--- src/rtl/glb_pe_pkg.sv ---
// Shared types for the global PE loop controller: FSM states, config bundle, legality check.
package glb_pe_pkg;

  localparam int DEF_DATA_WIDTH = 16;
  localparam int DEF_NUM_ROW    = 4;
  localparam int DEF_NUM_COL    = 4;
  localparam int DEF_CNT_W      = 8;

  localparam int K_W   = $clog2(DEF_NUM_ROW + 1);
  localparam int ROW_W = $clog2(DEF_NUM_ROW);
  localparam int COL_W = $clog2(DEF_NUM_COL);

  typedef enum logic [2:0] {
    IDLE   = 3'd0,
    LOAD_W = 3'd1,
    STREAM = 3'd2,
    DRAIN  = 3'd3,
    DONE   = 3'd4
  } state_t;

  typedef struct packed {
    logic [K_W-1:0]         k;
    logic [DEF_CNT_W-1:0]   w;
    logic [DEF_CNT_W-1:0]   passes;
  } cfg_t;

  // A kernel must fit the array in both dimensions and the row must cover at least one window.
  function automatic logic cfg_legal(input int k, input int w, input int passes,
                                     input int max_row, input int max_col);
    return !(k == 0 || k > max_row || k > max_col || w < k || passes == 0);
  endfunction

endpackage

--- src/rtl/glb_pe_loop_ctrl.sv ---
// Load-weights / stream-ifmap / drain-psum sequencer for the PE array, repeated per pass.
// Optional GLB_PE_LOOP_WT_REUSE_EN keeps weights resident after pass 0 (skips LOAD_W).
module glb_pe_loop_ctrl
  import glb_pe_pkg::*;
#(
  parameter int DATA_WIDTH = DEF_DATA_WIDTH,
  parameter int NUM_ROW    = DEF_NUM_ROW,
  parameter int NUM_COL    = DEF_NUM_COL,
  parameter int CNT_W      = DEF_CNT_W
) (
  input  logic                         clk,
  input  logic                         rst_n,
  input  logic                         start,
  input  logic [$clog2(NUM_ROW+1)-1:0] cfg_k,
  input  logic [CNT_W-1:0]             cfg_w,
  input  logic [CNT_W-1:0]             cfg_passes,
  output logic                         busy,
  output logic                         done,
  output logic                         err,
  input  logic                         src_valid,
  output logic                         src_ready,
  output logic [NUM_ROW-1:0]           wt_ld_en,
  output logic [$clog2(NUM_COL)-1:0]   wt_col,
  output logic                         if_en,
  output logic                         psum_valid,
  input  logic                         psum_ready,
  output logic                         psum_shift,
  output logic [CNT_W-1:0]             pass_idx
);

  if (DATA_WIDTH < 1 || NUM_ROW < 2 || NUM_COL < 2 || CNT_W < 2) begin : g_param_chk
    $error("glb_pe_loop_ctrl: unsupported parameter set");
  end

  state_t                      state;
  cfg_t                        cfg_q;
  logic [$clog2(NUM_ROW)-1:0]  row;
  logic [$clog2(NUM_COL)-1:0]  col;
  logic [CNT_W-1:0]            cnt;
  logic [CNT_W-1:0]            pass_q;
  logic                        err_q;
  logic                        xfer;
  logic                        col_last;
  logic                        row_last;
  logic                        strm_last;
  logic                        drn_last;
  logic                        pass_last;

  // Handshake outputs decode the state register only, so src_ready never looks at src_valid.
  assign busy       = (state != IDLE);
  assign src_ready  = (state == LOAD_W) || (state == STREAM);
  assign xfer       = src_valid & src_ready;
  assign wt_ld_en   = (state == LOAD_W && xfer) ? (NUM_ROW'(1) << row) : '0;
  assign wt_col     = col;
  assign if_en      = (state == STREAM) && xfer;
  assign psum_valid = (state == DRAIN);
  assign psum_shift = psum_valid & psum_ready;
  assign done       = (state == DONE);
  assign err        = err_q;
  assign pass_idx   = pass_q;

  assign col_last  = (K_W'(col) == cfg_q.k - K_W'(1));
  assign row_last  = (K_W'(row) == cfg_q.k - K_W'(1));
  assign strm_last = (cnt == cfg_q.w - CNT_W'(1));
  // Valid output positions of a k-wide window over w inputs: w-k+1.
  assign drn_last  = (cnt == cfg_q.w - CNT_W'(cfg_q.k));
  assign pass_last = (pass_q == cfg_q.passes - CNT_W'(1));

  always_ff @(posedge clk or negedge rst_n) begin
    if (!rst_n) begin
      state  <= IDLE;
      cfg_q  <= '0;
      row    <= '0;
      col    <= '0;
      cnt    <= '0;
      pass_q <= '0;
      err_q  <= 1'b0;
    end else begin
      err_q <= 1'b0;
      case (state)
        IDLE: begin
          if (start) begin
            cfg_q <= '{k: cfg_k, w: cfg_w, passes: cfg_passes};
            row    <= '0;
            col    <= '0;
            cnt    <= '0;
            pass_q <= '0;
            if (cfg_legal(int'(cfg_k), int'(cfg_w), int'(cfg_passes), NUM_ROW, NUM_COL))
              state <= LOAD_W;
            else
              err_q <= 1'b1;
          end
        end
        LOAD_W: begin
          if (xfer) begin
            if (col_last) begin
              col <= '0;
              if (row_last) begin
                row   <= '0;
                cnt   <= '0;
                state <= STREAM;
              end else begin
                row <= row + 1'b1;
              end
            end else begin
              col <= col + 1'b1;
            end
          end
        end
        STREAM: begin
          if (xfer) begin
            if (strm_last) begin
              cnt   <= '0;
              state <= DRAIN;
            end else begin
              cnt <= cnt + CNT_W'(1);
            end
          end
        end
        DRAIN: begin
          if (psum_shift) begin
            if (drn_last) begin
              cnt <= '0;
              row <= '0;
              col <= '0;
              if (pass_last) begin
                state <= DONE;
              end else begin
                pass_q <= pass_q + CNT_W'(1);
`ifdef GLB_PE_LOOP_WT_REUSE_EN
                state  <= STREAM;
`else
                state  <= LOAD_W;
`endif
              end
            end else begin
              cnt <= cnt + CNT_W'(1);
            end
          end
        end
        DONE: begin
          pass_q <= '0;
          state  <= IDLE;
        end
        default: state <= IDLE;
      endcase
    end
  end

endmodule

--- config.mk ---
export PLATFORM = sky130hd
export DESIGN_NAME = glb_pe_loop_ctrl
export DESIGN_NICKNAME = d
export VERILOG_FILES = /design/src/rtl/glb_pe_pkg.sv /design/src/rtl/glb_pe_loop_ctrl.sv
export SDC_FILE = /design/constraint.sdc
export NUM_CORES = 1
export LEC_CHECK = 0
export ABC_AREA = 1
export BUFFER_PORTS_ARGS = -buffer_cell sky130_fd_sc_hd__buf_2
export CAP_MARGIN = 20
export CORE_MARGIN = 2
export CORE_UTILIZATION = 59
export DETAILED_ROUTE_END_ITERATION = 16
export MAX_ROUTING_LAYER = met4
export PLACE_DENSITY = 0.81
export SYNTH_ARGS = -nofsm -noshare
export SYNTH_HDL_FRONTEND = slang
export SYNTH_SLANG_ARGS = --single-unit
--- constraint.sdc ---
create_clock -name clk -period 2.8 [get_ports clk]
set_input_delay 0.56 -clock clk [delete_from_list [all_inputs] [get_ports clk]]
set_output_delay 0.56 -clock clk [all_outputs]
set_load 0.02 [all_outputs]
==> summary.txt, run 1 <==
Floorplanning
  • Die height: about 80 um
  • Initial core utilization: about three fifths
  • Die Wd: ~80 um
  • Core Area: 5507 sq um
  • Ports: 45
  • Floorplan row count: 27
  • Die area: roughly 6300 sq um

Global route
  • Vias in the first global route: 3068
  • Total track usage: approximately 29%
  • GRT Residual Overflow: 0
  • Initial antenna violation count: 0
  • Global-route wire length before repair: 14020 um
  • Largest net degree at the start of global routing: 44

Detailed routing
  • WL final: 8102 um
  • WL/cell: approximately 13 um
  • Via count: approximately 3300
  • Number of detailed-route iterations in the first pass: 5
  • Starting DRC count in detailed routing: 222
  • Post-route antenna net violation count: 0
  • Via density: about 5.3
  • DRC violations left: 0

Synthesis
  • Yosys cell types: 35
  • Synth Register Bits: between 40 and 50
  • Synthesized netlist cell count: ~510
  • Mapped Avg Cell Area: 6.676 sq um
  • Syn nets: roughly 550
  • Mapped cell area: around 3400 sq um
  • Yosys warning total: 0
  • Seq/Total Area, Yosys: 31.85%

Finish
  • Fin cells: 623
  • Most frequent cells in the layout: 153 x nand2_1, 75 x inv_1, 60 x nor2_1, 44 x buf_2, 43 x dfrtp_1
  • Post-route cell area: approximately 3800 sq um
  • Share of layout cells above drive strength 1: ~15%
  • Nets: just under 600
  • Core Util, Final: around two thirds
  • Most common cell after layout, fill and taps aside: nand2_1
  • Diode count: 0
  • Area delta synth->final: 11.52%

Power and ir drop
  • Total power divided by cell area: between 1000 and 1500 nW/um^2
  • Peak VDD IR: 520.9 uV
  • P_leak: approximately 2.1 nW

STA
  • Final Setup Violations: 0
  • Post-Route Setup TNS: 0 ps
  • Clk_skew: a little under 6 ps
  • RSZ-0062 raised after global routing: no
  • Final Hold Viols: 0
  • Final min period: 2551 ps
  • Relative slew slack: between 30% and 40%
  • Slew @ Worst Pin: roughly 970 ps
  • FMAX: 0.3920 GHz
  • Period Utilization, post-route: between 90% and 100%
  • Fin. max-slew vios: 0

CTS
  • CTS root buf: clkbuf_8
  • Clock slew at reported path FFs: 80 ps
  • CTS max path bufs: 2
  • H-tree levels: 2
  • Clk sinks: 43
  • CTS tree: done
  • Post-CTS sizing: 0
  • TritonCTS buffer count: 5
  • Worst skew pair latency: around 300 ps
  • Hold_buf cts: 0
  • Post-CTS setup buffers: 0

Setup path
  • Worst Setup Path Type: flip-flop to flip-flop
  • CP Max Fanout: 16
  • Worst setup EP type: flip-flop
  • Worst EP arrival: 2740 ps
  • CP required: 2990 ps
  • Crit start category: flip-flop

Run
  • Max Cap Viol: 0

Worst hold path
  • Hold Crit Class: primary input to asynchronous set/reset pin

Placed design
  • Post-place instance area: roughly 3600 sq um
  • Gpl congestion: 0.8870
  • Placed Cells: about 620
  • Hpwl dp: approximately 6100 um
  • Number of port buffers: 44

Outcome
  • Run status: complete, no violations
per-stage QoR:
step | hold slack (ps) | worst slack, ps | total power [mW]
floorplan | 264.4 | 618.5 | 2.805
global placement | 492.2 | 434.8 | 3.222
detailed placement | 497.5 | 311.8 | 3.301
CTS | 438.2 | 270.7 | 3.834
global route | 485.2 | 4.183 | 4.241
finish | 402.6 | 248.9 | 3.859
area by class of cell:
type,instances,area [sq um]
tap,72,90.09
sequential,43,1076
fill,488,1739
clock inverter,2,35.03
inverter,84,317.8
timing repair buffer,45,227.7
clock buffer,6,82.58
multi-input combinational,371,1938
critical path, cell delays in order (launching register included):
cell and delay [ps]:
dfrtp_1 410, inv_1 110, ha_1 220, fa_1 410, inv_1 70, nand2_1 90
nand2_1 100, nor2_1 50, nor2_1 110, nand2_1 70, nor2_2 90, nand2_2 70
o21bai_4 320, nand2_1 160, nand2_1 100, nand2_1 60
report_power, final:
part | internal [mW] | switching, mW
clock network | 0.289 | 0.220
registers | 0.801 | 0.267
logic | 0.785 | 1.50
cells by family (layout without fill, tap and decap cells):
logic type                 after synthesis  after routing  share of synthesized area (%)
buffers and inverters                   92            137                          10.78
adders and majority gates               16             16                          6.148
and+or+nand+nor                        291            291                          37.78
AOI/OAI and AO/OA                       37             37                          6.445
xor gates and xnor gates                27             27                          7.000
DFF                                     43             43                          31.85
cell usage after synthesis (all sizes together):
library cell  number  share of area (%)
a21oi              9                1.4
a221oi             1               0.44
a311oi             1               0.26
buf                5                1.0
clkbuf             3               0.37
clkinv             1               0.11
dfrtp             43                 32
fa                 1               0.59
ha                15                5.6
inv               83                9.3
nand2            158                 18
nand3             38                6.1
nand3b             1               0.22
nand4             20                3.9
nor2              66                7.9
nor3               6                1.2
o21ai             24                3.6
o21bai             1               0.56
o22ai              1               0.19
or2                2               0.37
xnor2              8                2.1
xor2              19                4.9
state kept, by name, summed over array words and instances (netlist names):
| register | count |
|---|---|
| wt_col | 2 |
| state | 3 |
| cnt | 8 |
| err | 1 |
| row | 2 |
| cfg_q | 19 |
| pass_idx | 8 |
worst paths after layout:
path	to	from	slack (ps)	cells past startpoint
max	state[1]$_DFFE_PN0P_	cfg_q[8]$_DFFE_PN0P_	250	15
min	cfg_q[14]$_DFFE_PN0P_	rst_n	400	1
max reg2reg	state[1]$_DFFE_PN0P_	cfg_q[8]$_DFFE_PN0P_	250	15
min reg2reg	cfg_q[7]$_DFFE_PN0P_	cfg_q[7]$_DFFE_PN0P_	510	2
max in group asynchronous	wt_col[1]$_DFFE_PN0P_	rst_n	1790	1
min in group clk	cfg_q[7]$_DFFE_PN0P_	cfg_q[7]$_DFFE_PN0P_	510	2
per-layer routing:
metal / part of all wire (%) / GRT usage (%) / wire length (um)
met2: 50 / 46.89 / 4031
met3: 5.1 / 4.299 / 411
met4: 2.0 / 9.655 / 161
met5: 0 / - / 0
met1: 43 / 36.05 / 3497
Power figures use the tool's default switching activity.
==> inputs of run 2 (changes only) <==
--- a/config.mk
+++ b/config.mk
@@ -9,10 +9,10 @@
 export BUFFER_PORTS_ARGS = -buffer_cell sky130_fd_sc_hd__buf_2
 export CAP_MARGIN = 20
 export CORE_MARGIN = 2
-export CORE_UTILIZATION = 59
+export CORE_UTILIZATION = 30
 export DETAILED_ROUTE_END_ITERATION = 16
 export MAX_ROUTING_LAYER = met4
-export PLACE_DENSITY = 0.81
+export PLACE_DENSITY_LB_ADDON = 0.08
 export SYNTH_ARGS = -nofsm -noshare
 export SYNTH_HDL_FRONTEND = slang
 export SYNTH_SLANG_ARGS = --single-unit
==> summary.txt, run 2 (same netlist as run 1, synthesis figures left out) <==
STA
  • Final Hold Viols: 0 (unchanged)
  • FMAX: 0.3992 GHz (was 0.3920 GHz)
  • Hold slack: 238.3 ps (was 402.6 ps)
  • Final Setup Violations: 0 (unchanged)
  • Slew @ Worst Pin: 556.5 ps (was 966.1 ps)
  • Worst Setup Slack, final: 294.7 ps (was 248.9 ps)
  • Relative slew slack: 62.90% (was 35.59%)
  • Final min period: 2505 ps (was 2551 ps)
  • Clk_skew: 6.703 ps (was 5.928 ps)
  • RSZ-0062 raised after global routing: no (unchanged)
  • Period Utilization, post-route: 89.48% (was 91.11%)
  • Fin. max-slew vios: 0 (unchanged)
  • Post-Route Setup TNS: 0 ps (unchanged)

Power and ir drop
  • Total power draw: 3.905 mW (was 3.859 mW)
  • Peak VDD IR: 328.2 uV (was 520.9 uV)
  • Total power divided by cell area: 1005 nW/um^2 (was 1024 nW/um^2)
  • P_leak: 2.141 nW (was 2.131 nW)

Floorplanning
  • Ports: 45 (unchanged)
  • Die height: 110.1 um (was 79.67 um)
  • Die Wd: 110.1 um (was 79.67 um)
  • Core Area: 10940 sq um (was 5507 sq um)
  • Initial core utilization: 30.89% (was 61.35%)
  • Die area: 12130 sq um (was 6347 sq um)
  • Floorplan row count: 38 (was 27)

CTS
  • Clk sinks: 43 (unchanged)
  • Post-CTS setup buffers: 0 (unchanged)
  • TritonCTS buffer count: 5 (unchanged)
  • CTS root buf: clkbuf_16 (was clkbuf_8)
  • Clock slew at reported path FFs: 60 ps (was 80 ps)
  • CTS tree: done (unchanged)
  • Post-CTS sizing: 0 (unchanged)
  • H-tree levels: 2 (unchanged)
  • Hold_buf cts: 0 (unchanged)
  • Worst skew pair latency: 290 ps (was 300 ps)
  • CTS max path bufs: 2 (unchanged)

Detailed routing
  • WL final: 8916 um (was 8102 um)
  • Via count: 3116 (was 3333)
  • Number of detailed-route iterations in the first pass: 4 (was 5)
  • WL/cell: 12.88 um (was 13.00 um)
  • Post-route antenna net violation count: 0 (unchanged)
  • Starting DRC count in detailed routing: 86 (was 222)
  • DRC violations left: 0 (unchanged)
  • Via density: 4.503 (was 5.350)

Setup path
  • Worst EP arrival: 2690 ps (was 2740 ps)
  • CP Max Fanout: 16 (unchanged)
  • Worst Setup Path Type: flip-flop to flip-flop (unchanged)
  • Crit start category: flip-flop (unchanged)
  • CP required: 2980 ps (was 2990 ps)
  • Worst setup EP type: flip-flop (unchanged)

Global route
  • GRT Residual Overflow: 0 (unchanged)
  • Initial antenna violation count: 0 (unchanged)
  • Total track usage: 16.53% (was 28.50%)
  • Vias in the first global route: 2983 (was 3068)
  • Largest net degree at the start of global routing: 39 (was 44)
  • Global-route wire length before repair: 14810 um (was 14020 um)

Outcome
  • Run status: complete, no violations (unchanged)

Finish
  • Core Util, Final: 35.51% (was 68.42%)
  • Nets: 591 (was 590)
  • Most frequent cells in the layout: 153 x nand2_1, 75 x inv_1, 60 x nor2_1, 44 x buf_2, 43 x dfrtp_1 (unchanged)
  • Largest register by flop count: cfg_q (unchanged)
  • Area delta synth->final: 14.96% (was 11.52%)
  • Max reg flops: 19 (unchanged)
  • Share of layout cells above drive strength 1: 14.86% (was 14.88%)
  • Most common cell after layout, fill and taps aside: nand2_1 (unchanged)
  • Post-route cell area: 3884 sq um (was 3767 sq um)
  • Diode count: 0 (unchanged)
  • Fin cells: 692 (was 623)

Placed design
  • Post-place instance area: 3742 sq um (was 3650 sq um)
  • Number of port buffers: 44 (unchanged)
  • Post-Place Worst Slack: 300.7 ps (was 311.8 ps)
  • Placed Cells: 684 (was 615)
  • Hpwl dp: 7216 um (was 6128 um)
  • Gpl congestion: 0.8777 (was 0.8870)

Run
  • Max Cap Viol: 0 (unchanged)

Worst hold path
  • Hold Crit Class: primary input to asynchronous set/reset pin (unchanged)
run 2: cell types whose count changed in the layout (fill, tap and decap cells not counted):
cell	change
clkbuf_16	+5
clkbuf_1	+1
clkbuf_8	-6
bufinv_16	-1
clkinvlp_4	+1
buf_4	+1
run 2: worst max-delay path: stages (launching register included):
cell,delay [ps]
dfrtp_1,390
inv_1,110
ha_1,220
fa_1,410
inv_1,70
nand2_1,90
nand2_1,100
nor2_1,50
nor2_1,100
nand2_1,70
nor2_2,80
nand2_2,70
o21bai_4,340
nand2_1,150
nand2_1,90
nand2_1,50
run 2: final timing paths:
path                                      start                     to  slack, ps  cells past startpoint
setup / recovery           cfg_q[8]$_DFFE_PN0P_   state[1]$_DFFE_PN0P_        290                     15
hold / removal                            rst_n     cnt[2]$_DFFE_PN0P_        240                      1
hold reg to reg            cfg_q[1]$_DFFE_PN0P_   cfg_q[1]$_DFFE_PN0P_        520                      2
setup reg to reg           cfg_q[8]$_DFFE_PN0P_   state[1]$_DFFE_PN0P_        290                     15
max in group asynchronous                 rst_n  cfg_q[13]$_DFFE_PN0P_       1830                      2
min in group clk                          start          err$_DFF_PN0_        520                      3
run 2: report_power, final:
part | switching (mW) | internal (mW) | leakage, nW
clock network | 0.245 | 0.329 | 0.0669
registers | 0.275 | 0.802 | 0.558
logic | 1.47 | 0.784 | 1.52
run 2: final cells by class:
type / instances / area (sq um)
Fill cell: 1226 / 7052
Tap cell: 140 / 175.2
Multi-Input combinational cell: 371 / 1938
Clock buffer: 6 / 128.9
Inverter: 84 / 317.8
Clock inverter: 2 / 12.51
Timing Repair Buffer: 46 / 235.2
Sequential cell: 43 / 1076
run 2: per-layer routing:
metal	share of wire, %	track usage, %	up-vias	wire length, um
met5	0	-	-	0
met2	48	26.77	26	4314
met1	49	21.65	1413	4329
li1	-	-	1670	-
met3	2.0	2.646	7	180
met4	1.0	4.107	0	92
==> inputs of run 3 (changes only) <==
--- a/config.mk
+++ b/config.mk
@@ -11,8 +11,8 @@
 export CORE_MARGIN = 2
 export CORE_UTILIZATION = 30
 export DETAILED_ROUTE_END_ITERATION = 16
-export MAX_ROUTING_LAYER = met4
 export PLACE_DENSITY_LB_ADDON = 0.08
+export REMOVE_ABC_BUFFERS = 1
 export SYNTH_ARGS = -nofsm -noshare
 export SYNTH_HDL_FRONTEND = slang
 export SYNTH_SLANG_ARGS = --single-unit
==> summary.txt, run 3 (same netlist as run 1, synthesis figures left out) <==
Outcome
  • Run status: complete, no violations (unchanged)

Global route
  • GRT Residual Overflow: 0 (unchanged)
  • Vias in the first global route: 2998 (was 2983)
  • Initial antenna violation count: 0 (unchanged)
  • Total track usage: 16.35% (was 16.53%)
  • Global-route wire length before repair: 14930 um (was 14810 um)
  • Largest net degree at the start of global routing: 39 (unchanged)

Floorplanning
  • Die area: 12130 sq um (unchanged)
  • Core Area: 10940 sq um (unchanged)
  • Floorplan row count: 38 (unchanged)
  • Initial core utilization: 30.89% (unchanged)
  • Die height: 110.1 um (unchanged)
  • Ports: 45 (unchanged)
  • Die Wd: 110.1 um (unchanged)

Setup path
  • Crit start category: flip-flop (unchanged)
  • Cell family with most CP delay: simple AND/OR/NAND/NOR gates (unchanged)
  • Crit-path cells: inv_1 > ha_1 > fa_1 > inv_1 > nand2_1 > nand2_1 > nor2_1 > nor2_1 > nand2_1 > nor2_2 > nand2_2 > nand2_1 > nand2_1 > nand3_1 > o21ai_0 (was inv_1 > ha_1 > fa_1 > inv_1 > nand2_1 > nand2_1 > nor2_1 > nor2_1 > nand2_1 > nor2_2 > nand2_2 > o21bai_4 > nand2_1 > nand2_1 > nand2_1)
  • Reg2reg end: cnt[4]$_DFFE_PN0P_ (was state[1]$_DFFE_PN0P_)
  • CP max stage delay: 410 ps (about the same)
  • Worst R2R Setup Slack: 310 ps (was 290 ps)
  • CP required: 2960 ps (was 2980 ps)
  • Worst path bufs/invs: 2 (unchanged)
  • Crit Reg-Reg Startpoint: cfg_q[8]$_DFFE_PN0P_ (unchanged)
  • Worst EP arrival: 2650 ps (was 2690 ps)
  • CP max-delay cell: fa_1 (unchanged)
  • CP Max Fanout: 8 (was 16)
  • Reg2reg path depth: 15 (unchanged)
  • Worst setup EP type: flip-flop (unchanged)
  • Crit-path most repeated cell: nand2_1 (unchanged)
  • Worst Setup Path Type: flip-flop to flip-flop (unchanged)

Placed design
  • Post-place instance area: 3742 sq um (unchanged)
  • Placed Cells: 684 (unchanged)
  • Number of port buffers: 44 (unchanged)
  • Hpwl dp: 7255 um (was 7216 um)
  • Gpl congestion: 0.8133 (was 0.8777)
  • Post-Place Worst Slack: 309.1 ps (was 300.7 ps)

STA
  • Post-Route Setup TNS: 0 ps (unchanged)
  • RSZ-0062 raised after global routing: no (unchanged)
  • Relative slew slack: 67.41% (was 62.90%)
  • Final Setup Violations: 0 (unchanged)
  • Fin. max-slew vios: 0 (unchanged)
  • Final Hold Viols: 0 (unchanged)
  • Period Utilization, post-route: 88.98% (was 89.48%)
  • Hold slack: 221.4 ps (was 238.3 ps)
  • Clk_skew: 4.173 ps (was 6.703 ps)
  • Worst Setup Slack, final: 308.4 ps (was 294.7 ps)
  • Slew @ Worst Pin: 488.8 ps (was 556.5 ps)
  • Final min period: 2492 ps (was 2505 ps)
  • FMAX: 0.4014 GHz (was 0.3992 GHz)

Detailed routing
  • Number of detailed-route iterations in the first pass: 4 (unchanged)
  • Starting DRC count in detailed routing: 118 (was 86)
  • WL final: 9057 um (was 8916 um)
  • Post-route antenna net violation count: 0 (unchanged)
  • Via count: 3152 (was 3116)
  • Via density: 4.535 (was 4.503)
  • WL/cell: 13.03 um (was 12.88 um)
  • DRC violations left: 0 (unchanged)

Finish
  • Most frequent cells in the layout: 153 x nand2_1, 75 x inv_1, 60 x nor2_1, 44 x buf_2, 43 x dfrtp_1 (unchanged)
  • Most common cell after layout, fill and taps aside: nand2_1 (unchanged)
  • Core Util, Final: 35.93% (was 35.51%)
  • Fin cells: 695 (was 692)
  • FILL cells: 1238 (was 1226)
  • Share of layout cells above drive strength 1: 15.50% (was 14.86%)
  • Nets: 595 (was 591)
  • Largest register by flop count: cfg_q (unchanged)
  • Area of the multi-input gates: 1938 sq um (unchanged)
  • Diode count: 0 (unchanged)
  • Post-route cell area: 3929 sq um (was 3884 sq um)
  • Area delta synth->final: 16.30% (was 14.96%)
  • Register area: 1076 sq um (unchanged)
  • Max reg flops: 19 (unchanged)

CTS
  • CTS root buf: clkbuf_16 (unchanged)
  • Clk sinks: 43 (unchanged)
  • Worst skew pair latency: 290 ps (about the same)
  • Clock slew at reported path FFs: 60 ps (about the same)
  • CTS max path bufs: 2 (unchanged)
  • H-tree levels: 2 (unchanged)
  • Post-CTS sizing: 0 (unchanged)
  • CTS tree: done (unchanged)
  • TritonCTS buffer count: 5 (unchanged)

Power and ir drop
  • Seq pwr share: 27.1% (was 27.6%)
  • Net Switching: 2.007 mW (was 1.990 mW)
  • Peak VDD IR: 397.8 uV (was 328.2 uV)
  • P_leak: 2.170 nW (was 2.141 nW)
  • Int Pwr: 1.968 mW (was 1.915 mW)
  • Total power draw: 3.976 mW (was 3.905 mW)
  • Total power divided by cell area: 1012 nW/um^2 (was 1005 nW/um^2)
  • Clk network pwr share: 15.1% (was 14.7%)
  • Switch share: 50.49% (was 50.95%)
  • Part of the power in combinational logic: 57.8% (was 57.7%)

Worst hold path
  • Hold Crit Class: primary input to asynchronous set/reset pin (unchanged)

Run
  • Max Cap Viol: 0 (unchanged)
==> run 3: timing repair <==
action | 4_1_cts | 5_1_grt
hold buffers | 0 | 0
setup endpoints to repair | 0 | 1
buffers inserted | 0 | 4
==> run 3: power groups by stage <==
stage                     Sequential, mW  Combinational [mW]  Clock, mW
after floorplan                     1.02                1.75          0
after global placement              1.10                2.26          0
after detailed placement            1.10                2.27          0
after CTS                           1.09                2.28      0.625
after global routing                1.12                2.67      0.651
final                               1.08                2.30      0.599
==> run 3: metal layers <==
metal	track usage, %	part of all wire (%)
met1	21.50	47
met2	27.30	48
met3	3.410	3.1
met4	4.286	1.2
met5	0	0
==> run 3: area by class of cell <==
class                      instances  area share [%]
clock inverter                     1          0.1274
multi-input combinational        371           49.33
sequential                        43           27.39
timing repair buffer              50           7.070
tap                              140           4.459
clock buffer                       6           3.535
inverter                          84           8.089
==> run 3: worst max-delay path by stage <==
stage / startpoint / endpoint / slack (ps) / cells past startpoint
2_1_floorplan: cfg_q[8]$_DFFE_PN0P_ / state[1]$_DFFE_PN0P_ / 560 / 13
3_3_place_gp: cfg_q[8]$_DFFE_PN0P_ / cnt[4]$_DFFE_PN0P_ / 360 / 13
3_5_place_dp: cfg_q[8]$_DFFE_PN0P_ / state[1]$_DFFE_PN0P_ / 310 / 15
4_1_cts: cfg_q[8]$_DFFE_PN0P_ / state[1]$_DFFE_PN0P_ / 290 / 15
5_1_grt: cfg_q[8]$_DFFE_PN0P_ / cnt[2]$_DFFE_PN0P_ / 50 / 15
6_report: cfg_q[8]$_DFFE_PN0P_ / cnt[4]$_DFFE_PN0P_ / 310 / 15
==> run 3: worst reg2reg max path, delay by kind of cell (launching register included) <==
kind                     cells  cell delay, ps
buffers and inverters        2             180
adder cells (fa/ha/maj)      2             640
AND/OR/NAND/NOR             10            1080
AO/OA/AOI/OAI                1              80
flip-flops                   1             400
